[src/rtl/d_fifo_pkg.sv]
// Shared defaults and helpers for the d_fifo buffer.
// The occupancy helper turns a push/pop pair into a single count action.
package d_fifo_pkg;

  localparam int DATA_WIDTH_DEF = 32;
  localparam int DEPTH_DEF      = 32;

  typedef enum logic [1:0] {
    OCC_HOLD = 2'd0,
    OCC_INC  = 2'd1,
    OCC_DEC  = 2'd2
  } occ_change_t;

  // A simultaneous push and pop leaves occupancy unchanged.
  function automatic occ_change_t occ_change(input logic push, input logic pop);
    occ_change_t result;
    result = OCC_HOLD;
    if (push && !pop) result = OCC_INC;
    else if (pop && !push) result = OCC_DEC;
    return result;
  endfunction

endpackage

[src/rtl/d_fifo_ctrl.sv]
// Pointer, occupancy and handshake control for d_fifo.
// Flags are derived combinationally from the registered count.
module d_fifo_ctrl
  import d_fifo_pkg::*;
#(
  parameter int DEPTH      = DEPTH_DEF,
  parameter int ADDR_WIDTH = $clog2(DEPTH)
) (
  input  logic                  clock,
  input  logic                  reset,
  input  logic                  din_v,
  input  logic                  dout_r,
  output logic                  push,
  output logic                  pop,
  output logic [ADDR_WIDTH-1:0] wr_ptr,
  output logic [ADDR_WIDTH-1:0] rd_ptr,
  output logic                  din_r,
  output logic                  dout_v
);

  localparam logic [ADDR_WIDTH:0] FULL_COUNT = (ADDR_WIDTH + 1)'(DEPTH);

  logic [ADDR_WIDTH:0] count;
  occ_change_t         change;

  assign din_r  = (count != FULL_COUNT);
  assign dout_v = (count != '0);
  assign push   = din_v & din_r;
  assign pop    = dout_v & dout_r;

  always_comb begin
    change = OCC_HOLD;
    change = occ_change(push, pop);
  end

  // DEPTH is a power of two, so pointers wrap by natural overflow.
  always_ff @(posedge clock or negedge reset) begin
    if (!reset) begin
      wr_ptr <= '0;
      rd_ptr <= '0;
      count  <= '0;
    end else begin
      if (push) wr_ptr <= wr_ptr + ADDR_WIDTH'(1);
      if (pop)  rd_ptr <= rd_ptr + ADDR_WIDTH'(1);
      unique case (change)
        OCC_INC: count <= count + (ADDR_WIDTH + 1)'(1);
        OCC_DEC: count <= count - (ADDR_WIDTH + 1)'(1);
        default: count <= count;
      endcase
    end
  end

endmodule

[src/rtl/d_fifo.sv]
// Single-clock first-word-fall-through FIFO with valid/ready on both sides.
// Storage lives here; pointers and flags live in d_fifo_ctrl.
module d_fifo
  import d_fifo_pkg::*;
#(
  parameter int DATA_WIDTH = DATA_WIDTH_DEF,
  parameter int DEPTH      = DEPTH_DEF,
  parameter int ADDR_WIDTH = $clog2(DEPTH)
) (
  input  logic                  clock,
  input  logic                  reset,
  input  logic [DATA_WIDTH-1:0] io_din,
  input  logic                  io_din_v,
  output logic                  io_din_r,
  output logic [DATA_WIDTH-1:0] io_dout,
  output logic                  io_dout_v,
  input  logic                  io_dout_r
);

  logic [DATA_WIDTH-1:0] memory [0:DEPTH-1];
  logic                  push;
  logic                  pop;
  logic [ADDR_WIDTH-1:0] wr_ptr;
  logic [ADDR_WIDTH-1:0] rd_ptr;

  d_fifo_ctrl #(
    .DEPTH      (DEPTH),
    .ADDR_WIDTH (ADDR_WIDTH)
  ) ctrl (
    .clock  (clock),
    .reset  (reset),
    .din_v  (io_din_v),
    .dout_r (io_dout_r),
    .push   (push),
    .pop    (pop),
    .wr_ptr (wr_ptr),
    .rd_ptr (rd_ptr),
    .din_r  (io_din_r),
    .dout_v (io_dout_v)
  );

  // Storage is deliberately left out of reset; emptiness is tracked by the count.
  always_ff @(posedge clock) begin
    if (push) memory[wr_ptr] <= io_din;
  end

  always_comb begin
    io_dout = '0;
    if (io_dout_v) io_dout = memory[rd_ptr];
  end

endmodule

[config.mk]
export PLATFORM = sky130hd
export DESIGN_NAME = d_fifo
export DESIGN_NICKNAME = d
export VERILOG_FILES = /design/src/rtl/d_fifo_pkg.sv /design/src/rtl/d_fifo_ctrl.sv /design/src/rtl/d_fifo.sv
export SDC_FILE = /design/constraint.sdc
export NUM_CORES = 1
export LEC_CHECK = 0
export ABC_AREA = 1
export CORE_UTILIZATION = 60
export CTS_BUF_LIST = sky130_fd_sc_hd__clkbuf_8
export DETAILED_ROUTE_END_ITERATION = 16
export PLACE_DENSITY = 0.79
export SETUP_SLACK_MARGIN = 0.02
export SLEW_MARGIN = 0
export SYNTH_ARGS = -nofsm -noshare
export SYNTH_HDL_FRONTEND = slang
export SYNTH_HIERARCHICAL = 1
export SYNTH_SLANG_ARGS = --single-unit
[constraint.sdc]
create_clock -name clock -period 7.44 [get_ports clock]
set_input_delay 1.488 -clock clock [delete_from_list [all_inputs] [get_ports clock]]
set_output_delay 1.488 -clock clock [all_outputs]
set_load 0.005 [all_outputs]
==> results of run 1 <==
[routing by layer]
layer	part of all wire	routed length (µm)	global-route usage	vias up
met4	0.046	5150	0.157	8
met2	0.46	51500	0.489	1968
met3	0.13	14600	0.0804	350
met1	0.36	40000	0.414	13463
met5	0.00051	57	0	-
li1	-	-	-	12798
[tightest hold or removal path, stage by stage, from the launching register on]
cell and delay, ps:
dfrtp_1 390, nand2_1 60, o21ai_0 60
[stage by stage]
stage | power (mW) | worst slack (ps)
final | 17.9 | 1020
after floorplan | 11.4 | 3750
after detailed placement | 13.5 | 2080
after CTS | 17.8 | 1150
after global routing | 18.8 | 852
after global placement | 13.4 | 2130
[sequential cells by signal (all words and copies together) (netlist names)]
signal / cells
memory: 1024
ctrl/count: 6
ctrl/rd_ptr: 5
ctrl/wr_ptr: 5
[path summary, 6_finish.rpt]
kind / startpoint / end / slack, ps
worst min-delay path: ctrl/count[3]$_DFFE_PN0P_ / ctrl/count[3]$_DFFE_PN0P_ / 550
worst min register to register: ctrl/count[3]$_DFFE_PN0P_ / ctrl/count[3]$_DFFE_PN0P_ / 550
worst max register to register: ctrl/count[0]$_DFFE_PN0P_ / memory[5][8]$_DFFE_PP_ / 4150
max in group asynchronous: reset / ctrl/rd_ptr[2]$_DFFE_PN0P_ / 5690
min in group asynchronous: reset / ctrl/rd_ptr[0]$_DFFE_PN0P_ / 1140
worst max-delay path: ctrl/rd_ptr[0]$_DFFE_PN0P_ / io_dout[20] / 1020
[cell families (layout without fill, tap and decap cells)]
logic type                 count (synthesis)  after routing  share of synthesized area
AOI/OAI and AO/OA                         98             98                     0.0116
xor gates and xnor gates                  10             10                    0.00206
adders and majority gates                  8              8                    0.00252
buffers and inverters                    245            414                     0.0336
DFF                                     1040           1040                      0.731
other                                      0              4                          0
and+or+nand+nor                         2239           2239                      0.219
[cell type report]
type,count,area (µm²)
antenna,4,10.0
clock buffer,163,2240
clock inverter,106,579
fill,4834,23400
inverter,23,115
multi-input combinational,2355,10300
sequential,1040,31200
tap,940,1180
timing repair buffer,122,1200
[power breakdown]
group,switching (mW),internal [mW]
Sequential,0.324,6.81
Combinational,4.50,1.95
Clock,2.18,2.15
[cells in the final DEF, fill, tap and decap left out, types with 8 or more instances in the layout]
cell             instances
inv_1                   73
o21ai_0                 34
clkdlybuf4s50_1         69
clkinv_1                26
o21ai_1                 55
buf_4                   44
dfrtp_1                 11
edfxtp_1              1024
nand2_1               1282
buf_12                   9
clkbuf_8               163
nor2_1                 206
xnor2_1                  8
inv_8                    8
clkinv_2                 8
nor2_4                  34
nand3_1                710
a21oi_1                  8
==> metrics.txt, run 1 <==
number of flops mapped to enable cells by yosys=1024; top cells by count, synth=1282 x nand2_1, 1024 x edfxtp_1, 710 x nand3_1; DRT antenna net count=0; Ys Warns=6; Resize count post-CTS=0; Synth Instances=3640; Setup Buffers After CTS=0; final setup violation count=0; Via density=6.01; cell mode on critical path=nand2_1; crit-path max FO=204; Remaining DRCs=0; Main synth FF type=edfxtp_1; 1st-iter DRT viols=4461; PwrDens=383 nW/µm²; Cell Area, Placed=43900 µm²; worst vdd ir=0.000422 V; top achievable clock speed=156 MHz; fin area=46800 µm²; clk buf depth=3; TritonCTS clock tree=built; clk sinks=1040; core area=70100 µm²; Avg WL per Cell=23.4 µm; Detailed Route WL=111000 µm; crit end category=output port; CP Depth=11; clock period minus worst slack=6420 ps; CP delay by family, top=buffers and inverters; final hold slack=547 ps; #FFs+latches synth=1040; Post-Route Skew=34.9 ps; TNS Setup=0 ps; post-synth top area share=0.722; initial core utilization=0.607; clock latency on the worst-skew pair=850 ps; R2R depth=7; fin cells=4753; Die Wd=269 µm; # Max-Cap Violations=0; Pins Over Slew Limit=0; DRT Pass-1 Iters=8; placed insts=4480; outcome=completed; die area=72100 µm²; I/O pin count=70; CP cell instances=inv_16, buf_12, nand2_1, nand3_1, nand3_1, nand2_1, nand2_1, nand3_1, nand2_1, nor2_1, clkdlybuf4s50_1; number of global-route vias before repair=27130; syn avg cell area=11.7 µm²; critical path startpoint category=flip-flop; port bufs=69; Worst EP arrival=4940 ps; Async SR Flop Fraction=0.0154; CP peak stage delay=820 ps; worst-margin pin slew=1250 ps; number of buffers created by CTS=158; largest cells by area after synthesis=edfxtp_1 72%, nand2_1 11%, nand3_1 8.3%, nor2_1 2.1%, buf_2 1.3%; final-report hold violation count=0; Final #Nets=3744; CTS clk-pin slew, worst paths=60 ps; fraction of layout cells with a size suffix above 1=0.0767; Buffers & Inverters on Critical Path=3; leakage=17.1 nW; # hold bufs at CTS=0; antenna violations before repair=9; area grow syn2layout=9.73%; Slew headroom=0.163; register area share after synthesis=0.731; GP Congestion=0.812; hpwl dp=56500 µm; count of different cell masters after synthesis=26; first-pass GRT wire length=165000 µm; Root Driver=clkbuf_8; unrepaired setup endpoints after global routing=false; Crit Path Class=flip-flop to output port; syn nets=3684; hold path depth=2; Worst path slowest cell=dfrtp_4; ratio of final minimum period to clock period=0.863; top-count cell post-synth=nand2_1; die height=269 µm; pin count of the biggest net entering global routing=212; fin util=0.667; data required time of the worst path=5950 ps; Post-Syn Area=42600 µm²; HP Class=flip-flop to flip-flop; remaining global-route overflow=0; CTS H-tree lvls=4; DR vias=28587; Site Rows=97; Yosys top cell by area=edfxtp_1; total track usage=0.314
Note: power is estimated with default switching activity, not from simulation.
==> inputs of run 2 (changes only) <==
--- a/config.mk
+++ b/config.mk
@@ -6,10 +6,12 @@
 export NUM_CORES = 1
 export LEC_CHECK = 0
 export ABC_AREA = 1
+export ABC_CLOCK_PERIOD_IN_PS = 7440
 export CORE_UTILIZATION = 60
 export CTS_BUF_LIST = sky130_fd_sc_hd__clkbuf_8
 export DETAILED_ROUTE_END_ITERATION = 16
-export PLACE_DENSITY = 0.79
+export DONT_BUFFER_PORTS = 1
+export PLACE_DENSITY = 0.78
 export SETUP_SLACK_MARGIN = 0.02
 export SLEW_MARGIN = 0
 export SYNTH_ARGS = -nofsm -noshare
==> run 2 against run 1 <==
Largest cell class unchanged. First-iteration DRC count fell by 9.8%. Worst setup slack gained 680 ps. Combinational power fell by 5.7%. Hold slack worse by 200 ps. Highest routed layer is now met4. Cell area decreased by 1.3%. Routed wire length fell by 0.17%. Critical path depth shrank 1. Maximum frequency is 12% higher. Total power down 2.0%. The run now ends with max-slew violations left. Utilization is 0.90 points lower. Via count fell by 0.35%. Die area did not move.
==> metrics.txt, run 2 (synthesized netlist as in run 1, its figures left out) <==
outcome=finished with violations; violated checks=max-slew violations; crit path from=ctrl/rd_ptr[0]$_DFFE_PN0P_; initial core utilization=0.607 (unchanged); pin count of the biggest net entering global routing=289 (+36%); Pins Over Slew Limit=103 (+103); unrepaired setup endpoints after global routing=false; I/O pin count=70 (unchanged); DRT antenna net count=0 (unchanged); clk buf depth=3 (unchanged); # hold bufs at CTS=0 (unchanged); cell mode on critical path=nand2_1; most common cell after layout, fill and taps aside=nand2_1; CTS H-tree lvls=4 (unchanged); R2R depth=7 (unchanged); Root Driver=clkbuf_8; Setup WS post-layout=1700 ps (+682 ps); Final #Nets=3680 (-1.7%); # Max-Cap Violations=0 (unchanged); ratio of final minimum period to clock period=0.772 (-0.0916); fin util=0.658 (-0.00895); final setup violation count=0 (unchanged); dpl ws=2610 ps (+534 ps); Worst EP arrival=4250 ps (-690 ps); critical path startpoint category=flip-flop; data required time of the worst path=5950 ps (about the same); R2R Setup Slk=4120 ps (-30 ps); 1st-iter DRT viols=4024 (-9.8%); Post-Route Skew=51.0 ps (+16.1 ps); Resize count post-CTS=0 (unchanged); Buffers & Inverters on Critical Path=2 (-1); antenna violations before repair=2 (-7); area grow syn2layout=8.26%; max FFs per register=1024 (unchanged); CP peak stage delay=940 ps (+120 ps); clock period minus worst slack=5740 ps (-682 ps); Setup Buffers After CTS=0 (unchanged); leakage=16.9 nW (-1.1%); total track usage=0.312 (-0.00267); Crit Path Class=flip-flop to output port; worst-margin pin slew=1610 ps (+363 ps); port bufs=0 (-100%); first-pass GRT wire length=164000 µm (-0.57%); total power=17.6 mW (-2.0%); hpwl dp=57500 µm (+1.7%); top achievable clock speed=174 MHz (+12%); Die Wd=269 µm (unchanged); Site Rows=97 (unchanged); Remaining DRCs=0 (unchanged); most flop-heavy register=memory; CTS clk-pin slew, worst paths=60 ps (about the same); FF-to-FF End=memory[8][13]$_DFFE_PP_; final-report hold violation count=0 (unchanged); DRT Pass-1 Iters=6 (-2); clk sinks=1040 (unchanged); biggest regs=memory x1024, ctrl/count x6; Via density=6.06 (+0.73%); die height=269 µm (unchanged); worst vdd ir=0.000355 V (-16%); GP Congestion=0.814 (+0.36%); DR vias=28488 (-0.35%); TritonCTS clock tree=built; Worst path slowest cell=dfrtp_4; Detailed Route WL=111000 µm (-0.17%); r2r startpoint=ctrl/count[4]$_DFFE_PN0P_; number of buffers created by CTS=160 (+1.3%); Slew headroom=-0.0765 (-0.240); PwrDens=380 nW/µm² (-0.66%); number of global-route vias before repair=26889 (-0.89%); die area=72100 µm² (unchanged); crit-path max FO=70 (-66%); clock latency on the worst-skew pair=830 ps (-20 ps); crit end category=output port; fraction of layout cells with a size suffix above 1=0.0798 (+0.00311); core area=70100 µm² (unchanged); remaining global-route overflow=0 (unchanged); TNS Setup=0 ps (unchanged); HP Class=input pin to asynchronous set/reset pin; CP cell instances=buf_4, buf_4, nand2_1, nand3_1, nand3_1, nand2_1, nand2_1, nand2_1, nor2_1, nor2_1; CP delay by family, top=buffers and inverters; leading cell types in the layout, fill and taps excluded=1282 x nand2_1, 1024 x edfxtp_1, 710 x nand3_1; Fillers=4959 (+2.6%); Avg WL per Cell=23.6 µm (+0.91%)
==> run 2: changes by cell type in the layout (fill, tap and decap cells not counted), moves of 4 or more <==
cell / previous run / this run
buf_12: 9 / 5
buf_4: 44 / 51
clkdlybuf4s50_1: 69 / 0
clkinv_2: 8 / 12
inv_1: 73 / 83
==> run 2: final cells by class <==
class,count,area (µm²),area share
diodes,1,2.50,0.0000542
clock buffers,163,2240,0.0486
clock inverters,124,677,0.0147
inverters,23,115,0.00250
multi-input cells,2355,10300,0.223
flip-flops and latches,1040,31200,0.675
well taps,940,1180,0.0255
repair buffers,56,483,0.0105
==> run 2: worst register-to-register path, cell delays in order (launching register included) <==
cell and delay (ps):
dfrtp_1 400, inv_1 100, nand4_2 150, nand2_4 110
inv_2 130, nand3_1 610, nor2_4 870, buf_4 540
==> run 2: how the worst max path moves through the flow <==
| stage | cells past startpoint | to | slack, ps |
|---|---|---|---|
| 2_1_floorplan | 4 | memory[31][0]$_DFFE_PP_ | 3750 |
| 6_report | 10 | io_dout[0] | 1700 |
| 4_1_cts | 10 | io_dout[2] | 1720 |
| 5_1_grt | 10 | io_dout[0] | 1380 |
| 3_5_place_dp | 10 | io_dout[2] | 2610 |
| 3_3_place_gp | 10 | io_dout[3] | 2660 |
==> run 2: layer usage <==
metal | track usage | routed length, µm | share of wire
met2 | 0.490 | 51600 | 0.46
met3 | 0.0868 | 14600 | 0.13
met1 | 0.409 | 40400 | 0.36
met4 | 0.137 | 4440 | 0.040
met5 | 0 | 0 | 0
==> run 2: where the power goes <==
group	switching [mW]	total, mW	internal (mW)	leakage [nW]
registers	0.287	7.10	6.81	9.41
logic	4.49	6.08	1.60	5.79
clock network	2.18	4.38	2.19	1.73
total	6.96	17.6	10.6	16.9
==> run 2: stage by stage <==
| step | std cells | cell area [µm²] | hold slack, ps |
|---|---|---|---|
| 2_1_floorplan | 3640 | 42600 | 458 |
| 3_3_place_gp | 4414 | 43200 | 522 |
| 3_5_place_dp | 4414 | 43200 | 527 |
| 4_1_cts | 4701 | 46100 | 305 |
| 5_1_grt | 4702 | 46100 | 314 |
| 6_report | 4702 | 46100 | 349 |
